$ cat src/rtl/core_ctrl_pkg.sv
// Shared control encodings for the multi-cycle core: opcodes, FSM states,
// datapath select codes and the instruction-class bundle.
package core_ctrl_pkg;

    localparam int unsigned OPCODE_W = 7;
    localparam int unsigned STATE_W  = 4;
    localparam int unsigned SEL_W    = 2;

    localparam logic [OPCODE_W-1:0] OP_LOAD   = 7'b0000011;
    localparam logic [OPCODE_W-1:0] OP_STORE  = 7'b0100011;
    localparam logic [OPCODE_W-1:0] OP_R_ALU  = 7'b0110011;
    localparam logic [OPCODE_W-1:0] OP_I_ALU  = 7'b0010011;
    localparam logic [OPCODE_W-1:0] OP_JAL    = 7'b1101111;
    localparam logic [OPCODE_W-1:0] OP_JALR   = 7'b1100111;
    localparam logic [OPCODE_W-1:0] OP_BRANCH = 7'b1100011;

    typedef enum logic [STATE_W-1:0] {
        S_FETCH    = 4'd0,
        S_DECODE   = 4'd1,
        S_MEMADR   = 4'd2,
        S_MEMREAD  = 4'd3,
        S_MEMWB    = 4'd4,
        S_MEMWRITE = 4'd5,
        S_EXEC_R   = 4'd6,
        S_EXEC_I   = 4'd7,
        S_ALUWB    = 4'd8,
        S_JAL      = 4'd9,
        S_JALR     = 4'd10,
        S_JALR_PC  = 4'd11,
        S_BRANCH   = 4'd12,
        S_ILLEGAL  = 4'd13
    } state_t;

    localparam logic [SEL_W-1:0] RES_ALUOUT    = 2'b00;
    localparam logic [SEL_W-1:0] RES_DATA      = 2'b01;
    localparam logic [SEL_W-1:0] RES_ALURESULT = 2'b10;

    localparam logic [SEL_W-1:0] SRCA_PC    = 2'b00;
    localparam logic [SEL_W-1:0] SRCA_OLDPC = 2'b01;
    localparam logic [SEL_W-1:0] SRCA_RS1   = 2'b10;

    localparam logic [SEL_W-1:0] SRCB_RS2  = 2'b00;
    localparam logic [SEL_W-1:0] SRCB_IMM  = 2'b01;
    localparam logic [SEL_W-1:0] SRCB_FOUR = 2'b10;

    localparam logic [SEL_W-1:0] ALUOP_ADD   = 2'b00;
    localparam logic [SEL_W-1:0] ALUOP_SUB   = 2'b01;
    localparam logic [SEL_W-1:0] ALUOP_FUNCT = 2'b10;
    localparam logic [SEL_W-1:0] ALUOP_ADDI3 = 2'b11;

    typedef struct packed {
        logic load;
        logic store;
        logic r_alu;
        logic i_alu;
        logic addi3;
        logic jal;
        logic jalr;
        logic branch;
    } op_class_t;

endpackage

$ cat src/rtl/opcode_class_dec.sv
// Combinational opcode classifier: one-hot instruction class plus legal flag.
module opcode_class_dec
    import core_ctrl_pkg::*;
#(
    parameter bit                  ADDI3_EN     = 1'b1,
    parameter logic [OPCODE_W-1:0] ADDI3_OPCODE = 7'b0000010
) (
    input  logic [OPCODE_W-1:0] op_code,
    output op_class_t           op_class,
    output logic                legal
);

    // The custom opcode takes precedence so a class stays one-hot.
    always_comb begin
        op_class       = '0;
        op_class.addi3 = ADDI3_EN && (op_code == ADDI3_OPCODE);
        if (!op_class.addi3) begin
            case (op_code)
                OP_LOAD:   op_class.load   = 1'b1;
                OP_STORE:  op_class.store  = 1'b1;
                OP_R_ALU:  op_class.r_alu  = 1'b1;
                OP_I_ALU:  op_class.i_alu  = 1'b1;
                OP_JAL:    op_class.jal    = 1'b1;
                OP_JALR:   op_class.jalr   = 1'b1;
                OP_BRANCH: op_class.branch = 1'b1;
                default:   ;
            endcase
        end
        legal = |op_class;
    end

endmodule

$ cat src/rtl/multicycle_main_controller.sv
// Main-control FSM of the multi-cycle RISC-V core: sequences fetch, decode,
// execute, memory and writeback, Moore-decoding the datapath controls.
module multicycle_main_controller
    import core_ctrl_pkg::*;
#(
    parameter bit                  MEM_HANDSHAKE = 1'b1,
    parameter bit                  ADDI3_EN      = 1'b1,
    parameter logic [OPCODE_W-1:0] ADDI3_OPCODE  = 7'b0000010,
    parameter bit                  ILLEGAL_HALT  = 1'b1
) (
    input  logic                clk,
    input  logic                reset,
    input  logic [OPCODE_W-1:0] op_code,
    input  logic                zero,
    input  logic                mem_ready,
    output logic                pc_write,
    output logic                adr_src,
    output logic                mem_read,
    output logic                mem_write,
    output logic                ir_write,
    output logic                reg_write,
    output logic [SEL_W-1:0]    result_src,
    output logic [SEL_W-1:0]    alu_src_a,
    output logic [SEL_W-1:0]    alu_src_b,
    output logic [SEL_W-1:0]    alu_op,
    output logic                branch,
    output logic                illegal
);

    state_t    state, state_next;
    op_class_t op_class;
    logic      legal;
    logic      rdy;
    logic      pc_update;

    opcode_class_dec #(
        .ADDI3_EN     (ADDI3_EN),
        .ADDI3_OPCODE (ADDI3_OPCODE)
    ) u_class_dec (
        .op_code  (op_code),
        .op_class (op_class),
        .legal    (legal)
    );

    assign rdy = MEM_HANDSHAKE ? mem_ready : 1'b1;

    always_ff @(posedge clk or posedge reset) begin
        if (reset) state <= S_FETCH;
        else       state <= state_next;
    end

    // Sticky trap flag, set as the FSM moves into the halt state.
    always_ff @(posedge clk or posedge reset) begin
        if (reset)                         illegal <= 1'b0;
        else if (state_next == S_ILLEGAL)  illegal <= 1'b1;
    end

    always_comb begin
        state_next = state;
        pc_update  = 1'b0;
        pc_write   = 1'b0;
        adr_src    = 1'b0;
        mem_read   = 1'b0;
        mem_write  = 1'b0;
        ir_write   = 1'b0;
        reg_write  = 1'b0;
        result_src = RES_ALUOUT;
        alu_src_a  = SRCA_PC;
        alu_src_b  = SRCB_RS2;
        alu_op     = ALUOP_ADD;
        branch     = 1'b0;

        case (state)
            S_FETCH: begin
                mem_read   = 1'b1;
                alu_src_b  = SRCB_FOUR;
                result_src = RES_ALURESULT;
                ir_write   = rdy;
                pc_update  = rdy;
                if (rdy) state_next = S_DECODE;
            end
            S_DECODE: begin
                alu_src_a = SRCA_OLDPC;
                alu_src_b = SRCB_IMM;
                if (!legal)                             state_next = ILLEGAL_HALT ? S_ILLEGAL : S_FETCH;
                else if (op_class.load || op_class.store) state_next = S_MEMADR;
                else if (op_class.r_alu)                state_next = S_EXEC_R;
                else if (op_class.i_alu || op_class.addi3) state_next = S_EXEC_I;
                else if (op_class.jal)                  state_next = S_JAL;
                else if (op_class.jalr)                 state_next = S_JALR;
                else                                    state_next = S_BRANCH;
            end
            S_MEMADR: begin
                alu_src_a  = SRCA_RS1;
                alu_src_b  = SRCB_IMM;
                state_next = op_class.store ? S_MEMWRITE : S_MEMREAD;
            end
            S_MEMREAD: begin
                adr_src  = 1'b1;
                mem_read = 1'b1;
                if (rdy) state_next = S_MEMWB;
            end
            S_MEMWB: begin
                result_src = RES_DATA;
                reg_write  = 1'b1;
                state_next = S_FETCH;
            end
            S_MEMWRITE: begin
                adr_src   = 1'b1;
                mem_write = 1'b1;
                if (rdy) state_next = S_FETCH;
            end
            S_EXEC_R: begin
                alu_src_a  = SRCA_RS1;
                alu_op     = ALUOP_FUNCT;
                state_next = S_ALUWB;
            end
            S_EXEC_I: begin
                alu_src_a  = SRCA_RS1;
                alu_src_b  = SRCB_IMM;
                alu_op     = op_class.addi3 ? ALUOP_ADDI3 : ALUOP_FUNCT;
                state_next = S_ALUWB;
            end
            S_ALUWB: begin
                reg_write  = 1'b1;
                state_next = S_FETCH;
            end
            S_JAL: begin
                alu_src_a  = SRCA_OLDPC;
                alu_src_b  = SRCB_FOUR;
                pc_update  = 1'b1;
                state_next = S_ALUWB;
            end
            S_JALR: begin
                alu_src_a  = SRCA_RS1;
                alu_src_b  = SRCB_IMM;
                state_next = S_JALR_PC;
            end
            // ALUOut holds rs1+imm from S_JALR; ALU meanwhile forms oldPC+4.
            S_JALR_PC: begin
                alu_src_a  = SRCA_OLDPC;
                alu_src_b  = SRCB_FOUR;
                pc_update  = 1'b1;
                state_next = S_ALUWB;
            end
            S_BRANCH: begin
                alu_src_a  = SRCA_RS1;
                alu_op     = ALUOP_SUB;
                branch     = 1'b1;
                state_next = S_FETCH;
            end
            S_ILLEGAL: state_next = S_ILLEGAL;
            default:   state_next = S_FETCH;
        endcase

        pc_write = pc_update | (branch & zero);

        // Reset silences every strobe immediately, not at the next edge.
        if (reset) begin
            pc_write   = 1'b0;
            adr_src    = 1'b0;
            mem_read   = 1'b0;
            mem_write  = 1'b0;
            ir_write   = 1'b0;
            reg_write  = 1'b0;
            result_src = RES_ALUOUT;
            alu_src_a  = SRCA_PC;
            alu_src_b  = SRCB_RS2;
            alu_op     = ALUOP_ADD;
            branch     = 1'b0;
        end
    end

endmodule

$ cat config.mk
export PLATFORM = sky130hd
export DESIGN_NAME = multicycle_main_controller
export DESIGN_NICKNAME = d
export VERILOG_FILES = /design/src/rtl/core_ctrl_pkg.sv /design/src/rtl/opcode_class_dec.sv /design/src/rtl/multicycle_main_controller.sv
export SDC_FILE = /design/constraint.sdc
export NUM_CORES = 1
export LEC_CHECK = 0
export CAP_MARGIN = 20
export CORE_MARGIN = 5
export CORE_UTILIZATION = 44
export CTS_CLUSTER_SIZE = 24
export DETAILED_ROUTE_END_ITERATION = 7
export PLACE_DENSITY = 0.8
export SYNTH_ARGS = -nofsm -noshare
export SYNTH_HDL_FRONTEND = slang
export SYNTH_SLANG_ARGS = --single-unit
$ cat constraint.sdc
create_clock -name clk -period 4.7 [get_ports clk]
set_input_delay 1.41 -clock clk [delete_from_list [all_inputs] [get_ports clk]]
set_output_delay 1.41 -clock clk [all_outputs]
set_load 0.03 [all_outputs]
==> results.toml <==
[run_status]
outcome = "finished clean"

[setup_path]
cp.required_ns = 3.29
rr_endpoint = "illegal"
cp.arrival_ns = 3.17
critPathMaxFanout = 3
ff2ff_setup_slack_ns = 3.12
start_kind = "input port"
timing.rr.start = "state[0]"
crit_type = "input port to primary output"
worstSetupEndpointType = "primary output"
reg2reg_depth = 4

[cells_and_area]
final_common_cell = "clkdlybuf4s50_1"
nNetsFinal = 130
final_cell_mix = "26 x clkdlybuf4s50_1, 11 x nor2_1, 8 x a21oi_1"
instances_no_fill = 133
antennaDiodeCount = 0
area_growth_pct = 51.41
drive_gt1_share_pct = 9.322

[sta]
hold_ws_ns = 0.4835
max_freq_mhz = 218.5
setup_viol = 0
max_slew.worst_pin.slew_ns = 0.6390
setup-tns-final_ns = 0
period_share_pct = 97.40
final-hold-violation-count = 0
finalClockSkew_ns = 0.003496
min_period_ns = 4.578
maxSlewHeadroom_pct = 57.40
slew_viol_final = 0
rsz0062_at_grt = "false"

[clock_tree]
clock_latency_ns = 0.24
path_clk_slew_ns = 0.04
cts_tree = "yes"
ctsResizeCount = 0
cts_root_buffer = "clkbuf_4"
cts_made_buffers = 3
htreeDepth = 1
post_cts_buffers = 0
cts_hold_buf = 0
clk_path_buf_depth = 2
cts_sinks = 5

[yosys]
syn-num-nets = 99
synth_edf_count = 0
ys_types = 35
synth_ff_type = "dfrtp_1"
synth_area_leaders = "dfrtp_1 20%, nor2_1 6.6%, a21oi_1 6.4%, nor2b_1 6.0%, nand2b_1 4.0%"
ys_warn_count = 0
syn-cell-area_sq_um = 623.1
ys_seq_area_share_pct = 20.08
async_reset_ff_share_pct = 100.0
synth_seq_cells = 5
synth.largest_area_cell = "dfrtp_1"
syn_avg_cell_area_sq_um = 7.081
synth_top_area_share_pct = 20.08
synthCells = 88

[global_route]
grt_overflow = 0
grt_max_degree = 26
grt_pass1_wl_microns = 3029
first_global_vias = 673
antenna_found_initial = 0
grtUsageTotal_pct = 19.10

[placement]
post-dp-hpwl_microns = 1408
dp_cells = 129
io_buffers = 26
place_congestion = 0.8341

[power_and_ir_drop]
ir_drop_uv = 310.8
p_per_area_mw_per_mm2 = 478.0
p_leak_nw = 0.3540

[flow_run]
maxCapViolCount = 0

[min_path]
hp-start = "illegal"
hold_path.class = "register to register"
min_to = "illegal"
whs_path_depth = 1

[detailed_routing]
first_pass_iters = 4
wire_per_inst_microns = 13.43
ant_nets = 0
drt_iter0_markers = 18
vias_per_cell = 5.677
drc = 0
via_count = 755
wl_microns = 1786

[floorplan]
fp.dieH_microns = 47.63
die-area_sq_mm = 0.002269
initial_utilization_pct = 47.29
die_x_microns = 47.63
rows = 13
coreArea_sq_mm = 0.001318
pin_count = 27
[final cells by class]
type,count,area (sq um)
Tap cell,15,18.77
Inverter,3,11.26
Sequential cell,5,125.1
Timing Repair Buffer,31,297.8
Clock buffer,4,26.28
Multi-Input combinational cell,75,464.2
Fill cell,125,374.1
[cell families (layout without fill, tap and decap cells)]
logic type             count (synthesis)  in the layout  synth area share [%]
AO/OA/AOI/OAI                         28             28                 30.52
AND/OR/NAND/NOR                       46             46                 42.57
XOR/XNOR                               1              1                 1.406
flip-flops                             5              5                 20.08
buffers and inverters                  8             38                 5.421
[power by group]
group	internal (mW)	switching [mW]	leakage, nW
registers	0.0568	0.0588	0.0592
clock network	0.0320	0.0160	0.0150
logic	0.130	0.158	0.280
total	0.218	0.233	0.354
[cell usage after synthesis, drive strengths merged, types with 3 or more instances]
cell type / n
inv: 3
nand2b: 4
nand2: 6
buf: 3
nor2b: 6
nor2: 11
nor3: 5
dfrtp: 5
a21oi: 8
o21ai: 6
[registers in the layout (all words and copies together) (netlist names)]
signal,cells
illegal,1
state,4
[worst max path at each step]
| stage | cells past startpoint | slack [ns] | startpoint | to |
|---|---|---|---|---|
| floorplan | 4 | 0.65 | reset | pc_write |
| global placement | 5 | 0.15 | op_code[2] | alu_op[0] |
| detailed placement | 5 | 0.11 | op_code[3] | alu_op[0] |
| CTS | 5 | 0.1 | op_code[3] | alu_op[0] |
| global route | 5 | 0.004 | op_code[3] | alu_op[0] |
| finish | 5 | 0.12 | op_code[3] | alu_op[0] |
[metrics by stage]
step	utilization (%)	total power [mW]	worst slack [ns]	cell area (sq um)
2_1_floorplan	-	0.3027	0.6496	623.1
3_3_place_gp	69.61	0.3996	0.1473	917.1
3_5_place_dp	69.61	0.4034	0.1065	917.1
4_1_cts	71.60	0.4539	0.09789	943.4
5_1_grt	71.60	0.4946	0.003683	943.4
6_report	71.60	0.4510	0.1224	943.4
[metal layers]
metal,wire (microns),up-vias,GRT usage [%],share of wire (%)
li1,-,391,-,-
met1,834,343,27.77,47
met2,815,17,27.01,46
met3,103,4,2.256,5.8
met4,34,0,10.75,1.9
met5,0,-,0,0
[worst max-delay path, stage by stage]
cell and delay, ns:
clkdlybuf4s50_1 0.48, nor4b_4 0.32, nand4_1 0.12, a21oi_1 0.16, clkdlybuf4s50_1 0.68
(Power assumes the default switching activity.)
